$ cat src/rtl/axi_eth_txc_gen_pkg.sv
// Shared definitions for the TX control-packet generator: txc word layout,
// checksum-control encoding and FSM state encoding.
package axi_eth_txc_gen_pkg;

  localparam logic [31:0] C_TXC_FLAG_DEF = 32'hA000_0000;

  localparam logic [1:0]  CSCNTRL_NONE    = 2'b00;
  localparam logic [1:0]  CSCNTRL_PARTIAL = 2'b01;

  localparam int          TXC_WORDS    = 6;
  localparam logic [2:0]  TXC_LAST_IDX = 3'(TXC_WORDS - 1);

  typedef enum logic [1:0] {
    ST_IDLE = 2'd0,
    ST_CTRL = 2'd1,
    ST_DATA = 2'd2
  } state_e;

endpackage

$ cat src/rtl/axi_eth_txc_gen_keep_len.sv
// Combinational tkeep checker: byte popcount, all-ones flag and
// low-aligned contiguity (2^n-1, n=1..8) flag for one 8-bit keep.
module axi_eth_keep_len (
  input  logic [7:0] keep_i,
  output logic [3:0] popcnt_o,
  output logic       full_o,
  output logic       contig_o
);

  logic [7:0] keep_inc;

  always_comb begin
    popcnt_o = 4'd0;
    for (int b = 0; b < 8; b++) begin
      popcnt_o = popcnt_o + {3'd0, keep_i[b]};
    end
  end

  // keep+1 clears every low-aligned run of ones, so the AND is zero only for 2^n-1
  assign keep_inc = 8'(keep_i + 8'd1);
  assign full_o   = (keep_i == 8'hFF);
  assign contig_o = (keep_i != 8'h00) && ((keep_i & keep_inc) == 8'h00);

endmodule

$ cat src/rtl/axi_eth_txc_gen.sv
// Splits each MM2S frame into a 6-word txc control packet followed by the
// frame data on txd; tracks frame count, last frame length and keep errors.
module axi_eth_txc_gen
  import axi_eth_txc_gen_pkg::*;
#(
  parameter logic [31:0] C_TXC_FLAG = C_TXC_FLAG_DEF
) (
  input  logic        mm2s_clk,
  input  logic        mm2s_resetn,
  input  logic [63:0] s_tdata,
  input  logic [7:0]  s_tkeep,
  input  logic        s_tvalid,
  input  logic        s_tlast,
  output logic        s_tready,
  input  logic        csum_en,
  input  logic [15:0] csum_begin,
  input  logic [15:0] csum_insert,
  input  logic [15:0] csum_init,
  output logic [31:0] txc_tdata,
  output logic [3:0]  txc_tkeep,
  output logic        txc_tvalid,
  output logic        txc_tlast,
  input  logic        txc_tready,
  output logic [63:0] txd_tdata,
  output logic [7:0]  txd_tkeep,
  output logic        txd_tvalid,
  output logic        txd_tlast,
  input  logic        txd_tready,
  output logic [31:0] tx_frame_cnt,
  output logic [15:0] tx_last_len,
  output logic        keep_err
);

  state_e      state_q, state_d;
  logic [2:0]  wi_q, wi_d;
  logic        en_q, en_d;
  logic [15:0] beg_q, beg_d, ins_q, ins_d, init_q, init_d;
  logic [15:0] len_q, len_d, last_len_q, last_len_d;
  logic [31:0] cnt_q, cnt_d;
  logic        kerr_q, kerr_d;

  logic [3:0]  popcnt;
  logic        keep_full, keep_contig;
  logic        xfer;
  logic [16:0] len_sum;
  logic [15:0] len_sat;

  axi_eth_keep_len u_keep_len (
    .keep_i   (s_tkeep),
    .popcnt_o (popcnt),
    .full_o   (keep_full),
    .contig_o (keep_contig)
  );

  assign xfer    = (state_q == ST_DATA) && s_tvalid && txd_tready;
  assign len_sum = {1'b0, len_q} + {13'd0, popcnt};
  assign len_sat = len_sum[16] ? 16'hFFFF : len_sum[15:0];

  always_ff @(posedge mm2s_clk or negedge mm2s_resetn) begin
    if (!mm2s_resetn) begin
      state_q    <= ST_IDLE;
      wi_q       <= 3'd0;
      en_q       <= 1'b0;
      beg_q      <= 16'd0;
      ins_q      <= 16'd0;
      init_q     <= 16'd0;
      len_q      <= 16'd0;
      last_len_q <= 16'd0;
      cnt_q      <= 32'd0;
      kerr_q     <= 1'b0;
    end else begin
      state_q    <= state_d;
      wi_q       <= wi_d;
      en_q       <= en_d;
      beg_q      <= beg_d;
      ins_q      <= ins_d;
      init_q     <= init_d;
      len_q      <= len_d;
      last_len_q <= last_len_d;
      cnt_q      <= cnt_d;
      kerr_q     <= kerr_d;
    end
  end

  always_comb begin
    state_d    = state_q;
    wi_d       = wi_q;
    en_d       = en_q;
    beg_d      = beg_q;
    ins_d      = ins_q;
    init_d     = init_q;
    len_d      = len_q;
    last_len_d = last_len_q;
    cnt_d      = cnt_q;
    kerr_d     = kerr_q;
    case (state_q)
      ST_IDLE: begin
        if (s_tvalid) begin
          state_d = ST_CTRL;
          wi_d    = 3'd0;
          en_d    = csum_en;
          beg_d   = csum_begin;
          ins_d   = csum_insert;
          init_d  = csum_init;
          len_d   = 16'd0;
        end
      end
      ST_CTRL: begin
        if (txc_tready) begin
          if (wi_q == TXC_LAST_IDX) begin
            state_d = ST_DATA;
            wi_d    = 3'd0;
          end else begin
            wi_d = wi_q + 3'd1;
          end
        end
      end
      ST_DATA: begin
        if (xfer) begin
          len_d = len_sat;
          if ((!s_tlast && !keep_full) || (s_tlast && !keep_contig)) begin
            kerr_d = 1'b1;
          end
          if (s_tlast) begin
            cnt_d      = cnt_q + 32'd1;
            last_len_d = len_sat;
            state_d    = ST_IDLE;
          end
        end
      end
      default: state_d = ST_IDLE;
    endcase
  end

  always_comb begin
    s_tready   = 1'b0;
    txc_tdata  = 32'd0;
    txc_tkeep  = 4'h0;
    txc_tvalid = 1'b0;
    txc_tlast  = 1'b0;
    txd_tdata  = 64'd0;
    txd_tkeep  = 8'h00;
    txd_tvalid = 1'b0;
    txd_tlast  = 1'b0;
    case (state_q)
      ST_CTRL: begin
        txc_tvalid = 1'b1;
        txc_tkeep  = 4'hF;
        txc_tlast  = (wi_q == TXC_LAST_IDX);
        case (wi_q)
          3'd0:    txc_tdata = C_TXC_FLAG;
          3'd1:    txc_tdata = {29'd0, (en_q ? CSCNTRL_PARTIAL : CSCNTRL_NONE), 1'b0};
          3'd2:    txc_tdata = {beg_q, ins_q};
          3'd3:    txc_tdata = {16'd0, init_q};
          default: txc_tdata = 32'd0;
        endcase
      end
      ST_DATA: begin
        txd_tdata  = s_tdata;
        txd_tkeep  = s_tkeep;
        txd_tlast  = s_tlast;
        txd_tvalid = s_tvalid;
        s_tready   = txd_tready;
      end
      default: ;
    endcase
  end

  assign tx_frame_cnt = cnt_q;
  assign tx_last_len  = last_len_q;
  assign keep_err     = kerr_q;

endmodule
$ cat config.mk
export PLATFORM = sky130hd
export DESIGN_NAME = axi_eth_txc_gen
export DESIGN_NICKNAME = d
export VERILOG_FILES = /design/src/rtl/axi_eth_txc_gen_pkg.sv /design/src/rtl/axi_eth_txc_gen_keep_len.sv /design/src/rtl/axi_eth_txc_gen.sv
export SDC_FILE = /design/constraint.sdc
export NUM_CORES = 1
export LEC_CHECK = 0
export ABC_AREA = 0
export CORE_UTILIZATION = 38
export DETAILED_ROUTE_END_ITERATION = 8
export GPL_ROUTABILITY_DRIVEN = 0
export PLACE_DENSITY = 0.8
export REMOVE_ABC_BUFFERS = 1
export SLEW_MARGIN = 5
export SYNTH_ARGS = -nofsm -noshare
export SYNTH_HDL_FRONTEND = slang
export SYNTH_SLANG_ARGS = --single-unit
$ cat constraint.sdc
create_clock -name mm2s_clk -period 2.2 [get_ports mm2s_clk]
set_input_delay 0.33 -clock mm2s_clk [delete_from_list [all_inputs] [get_ports mm2s_clk]]
set_output_delay 0.33 -clock mm2s_clk [all_outputs]
set_load 0.02 [all_outputs]
==> flow_summary.toml <==
[status]
run_status = "finished with violations"
failing_checks = "setup timing"

[logic_synthesis]
post_synth_main_area_contributors = "sky130_fd_sc_hd__dfrtp_1 46%, sky130_fd_sc_hd__nand2_1 11%, sky130_fd_sc_hd__and2_1 7.9%, sky130_fd_sc_hd__xnor2_1 4.8%, sky130_fd_sc_hd__and3_1 2.5%"
synth_edf_count = 0
async_reset_ff_share_pct = 100
synth_area_leader_cell = "sky130_fd_sc_hd__dfrtp_1"
synth.distinct_cells = 51
avgSynthCellArea_sq_um = 8.83
synthesis.instances = 729
post_synth_top_area_share_pct = 46.2
yosysWarnings = 0
postSynth.topFlopCell = "sky130_fd_sc_hd__dfrtp_1"
synth.cell_area_sq_um = 6440
yosys_reg_bits = 119
fraction_of_the_yosys_area_taken_by_sequential_cells_pct = 46.2

[final_layout]
fillerInstances = 1364
num_antenna_cells = 0
final_layout_size_suffix_gt1_share_pct = 23.2
nets = 1207
synthToLayoutAreaGrowth_pct = 66.8

[cts]
cts_tree = "done"
ctsRootBufferMaster = "sky130_fd_sc_hd__clkbuf_16"
cts.reportedPaths.clkPinSlew_ns = 0.06
insertion_delay_ns = 0.42
clock_tree_buffer_depth = 2
clock_buffers_created_by_tritoncts = 17
cts_htree_levels = 4
cts_sinks = 119

[power]
p_total_mw = 9.27
power_density_nw_per_um2 = 864
peakVddDrop_uv = 655
power.static_leakage_nw = 5.12

[placed_design]
numPortBuffers = 288
hpwl_um = 15200

[floorplan]
boundaryPins = 289
die-area_sq_um = 17500
row_count = 47
start_util_pct = 38.8
core_region_area_sq_um = 16600
die-height_um = 132
die_w_um = 132

[setup_path]
worst_ep_arrival_time_ns = 3.93
worstPathMaxFanout = 7
timing.setup.critical_path_class = "input port to flop"
worst_setup_path_end_kind = "flop"
required_ns = 2.55
crit_path_start_kind = "input port"

[flow_run]
max-cap-violations = 0

[global_routing]
initial_antenna_violation_count = 0
grt_remaining_overflow = 0
grt_start_max_net_pins = 48
vias_in_the_first_global_route = 6386
grt_first_pass_wirelength_um = 34200
grt_util_all_layers_pct = 25.3

[timing]
achievable-frequency_mhz = 279
timing.final.crit_share_pct = 163
worst_slew_margin_rel_pct = 59.4
sum_neg_setup_slack_ns = -42.40
grt_setup_unrepaired = "yes"
clock_skew_ns = 0.00432
timing_worst_slew_pin_value_ns = 0.609
timing.final.crit_period_ns = 3.58
hold_viol_final = 0
final-max-slew-violation-count = 0
final-setup-viol-count = 32
worst_slack_ns = -1.38

[drt]
drc = 0
wl_um = 21900
dr_iter_0_viols = 311
via_per_inst = 4.95
via_count = 6426
dr.pass1.iters = 5
ant_nets = 0
wl_per_cell_um = 16.9

[worst_hold_path]
holdCritPathClass = "input port to flop"
flip-flops by register name (all words and copies together) (netlist names):
register / count
keep_err: 1
state_q: 2
tx_frame_cnt: 32
wi_q: 3
beg_q: 16
ins_q: 16
init_q: 16
en_q: 1
len_q: 16
tx_last_len: 16
cell usage after synthesis (all sizes together) (6+ instances only):
cell,n
and2,82
xnor2,35
buf,17
nor3,6
nand2,181
nand3,15
o21ai,19
and4,8
inv,25
ha,11
and3,31
dfrtp,119
clkbuf,28
xor2,8
a21oi,25
nor2,45
a22oi,15
nand4,15
critical path: stages:
cell                       delay, ns
sky130_fd_sc_hd__buf_8          0.08
sky130_fd_sc_hd__inv_4          0.03
sky130_fd_sc_hd__ha_4           0.25
sky130_fd_sc_hd__inv_2          0.03
sky130_fd_sc_hd__fa_1           0.49
sky130_fd_sc_hd__fa_1           0.43
sky130_fd_sc_hd__fa_2           0.38
sky130_fd_sc_hd__fa_2           0.46
sky130_fd_sc_hd__fa_2           0.40
sky130_fd_sc_hd__nand2b_4       0.18
sky130_fd_sc_hd__a21oi_4        0.18
sky130_fd_sc_hd__buf_6          0.15
sky130_fd_sc_hd__nand4_4        0.17
sky130_fd_sc_hd__a41o_1         0.27
sky130_fd_sc_hd__a21oi_2        0.11
through the flow:
stage	area, sq um	setup WS, ns	std cells	hold WS, ns	util [%]
after floorplan	6220	-2.23	684	0.0344	-
after global placement	9900	-2.49	1249	0.387	59.7
after detailed placement	9900	-2.65	1249	0.384	59.7
after CTS	10900	-1.48	1296	0.408	65.5
after global routing	10700	-1.47	1297	0.436	64.7
final	10700	-1.38	1297	0.418	64.7
cell families (layout without fill, tap and decap cells):
group | Yosys count | in the layout | share of synthesized area, %
adder cells (fa/ha/maj) | 16 | 16 | 3.69
AO/OA/AOI/OAI | 85 | 85 | 8.43
flip-flops | 119 | 119 | 46.2
buffers and inverters | 70 | 418 | 4.88
AND/OR/NAND/NOR | 393 | 393 | 30.4
XOR/XNOR | 43 | 43 | 5.85
multiplexers | 3 | 3 | 0.486
cells in the final DEF (no fill, tap or decap), types with 6 or more instances in the layout:
cell,synthesis,final
sky130_fd_sc_hd__a21oi_1,25,20
sky130_fd_sc_hd__a22oi_1,15,13
sky130_fd_sc_hd__and2_1,81,78
sky130_fd_sc_hd__and3_1,26,23
sky130_fd_sc_hd__and3_4,3,7
sky130_fd_sc_hd__and4_1,7,6
sky130_fd_sc_hd__buf_12,0,7
sky130_fd_sc_hd__buf_2,7,14
sky130_fd_sc_hd__buf_4,6,56
sky130_fd_sc_hd__buf_6,1,11
sky130_fd_sc_hd__clkbuf_16,0,17
sky130_fd_sc_hd__clkbuf_2,1,44
sky130_fd_sc_hd__clkdlybuf4s15_1,0,18
sky130_fd_sc_hd__clkdlybuf4s15_2,0,14
sky130_fd_sc_hd__clkdlybuf4s50_1,0,170
sky130_fd_sc_hd__dfrtp_1,119,118
sky130_fd_sc_hd__dlygate4sd2_1,0,22
sky130_fd_sc_hd__ha_1,11,7
sky130_fd_sc_hd__inv_1,25,19
sky130_fd_sc_hd__nand2_1,181,177
sky130_fd_sc_hd__nand3_1,15,15
sky130_fd_sc_hd__nand4_1,14,14
sky130_fd_sc_hd__nor2_1,43,38
sky130_fd_sc_hd__o21ai_0,18,9
sky130_fd_sc_hd__o21ai_1,1,8
sky130_fd_sc_hd__xnor2_1,35,31
sky130_fd_sc_hd__xor2_1,8,8
area by class of cell:
| cell class | count | area (sq um) | share of cell area (%) |
|---|---|---|---|
| clock buffer | 24 | 482 | 4.49 |
| inverter | 25 | 98.8 | 0.921 |
| multi-input combinational | 540 | 3470 | 32.4 |
| sequential | 119 | 2980 | 27.7 |
| clock inverter | 8 | 120 | 1.12 |
| tap | 220 | 275 | 2.56 |
| timing repair buffer | 361 | 3310 | 30.8 |
worst paths after layout:
check	from	slack (ns)	to	cells past startpoint
setup / recovery	s_tkeep[1]	-1.38	len_q[7]$_DFFE_PN0P_	15
hold / removal	s_tkeep[0]	0.42	keep_err$_DFFE_PN0P_	5
setup reg to reg	len_q[1]$_DFFE_PN0P_	0.10	len_q[7]$_DFFE_PN0P_	8
hold reg to reg	beg_q[10]$_DFFE_PN0P_	0.46	beg_q[10]$_DFFE_PN0P_	2
max in group asynchronous	mm2s_resetn	1.07	tx_last_len[4]$_DFFE_PN0P_	3
min in group asynchronous	mm2s_resetn	0.47	tx_frame_cnt[28]$_DFFE_PN0P_	2
report_power, final:
part	internal (mW)	leakage, nW	total, mW	switching [mW]
combinational	1.54	3.26	3.39	1.85
clock	1.86	0.290	2.83	0.971
sequential	2.73	1.58	3.05	0.318
total	6.13	5.12	9.27	3.14
layer usage:
metal	GRT usage, %	share of wire (%)	vias up
met5	0	0	-
met4	7.85	2.1	0
met3	5.19	4.9	40
met2	39.3	46	209
met1	35.4	47	3097
li1	-	-	3080
timing repair:
| action | 4_1_cts | 5_1_grt |
|---|---|---|
| pin swaps | 39 | 24 |
| hold endpoints to repair | 45 | 0 |
| gates cloned | 3 | 0 |
| setup buffers | 11 | 1 |
| hold buffers | 1 | 0 |
| setup endpoints to repair | 144 | 118 |
| resized for setup | 282 | 123 |
No activity file was read; power rests on OpenSTA's default activity.
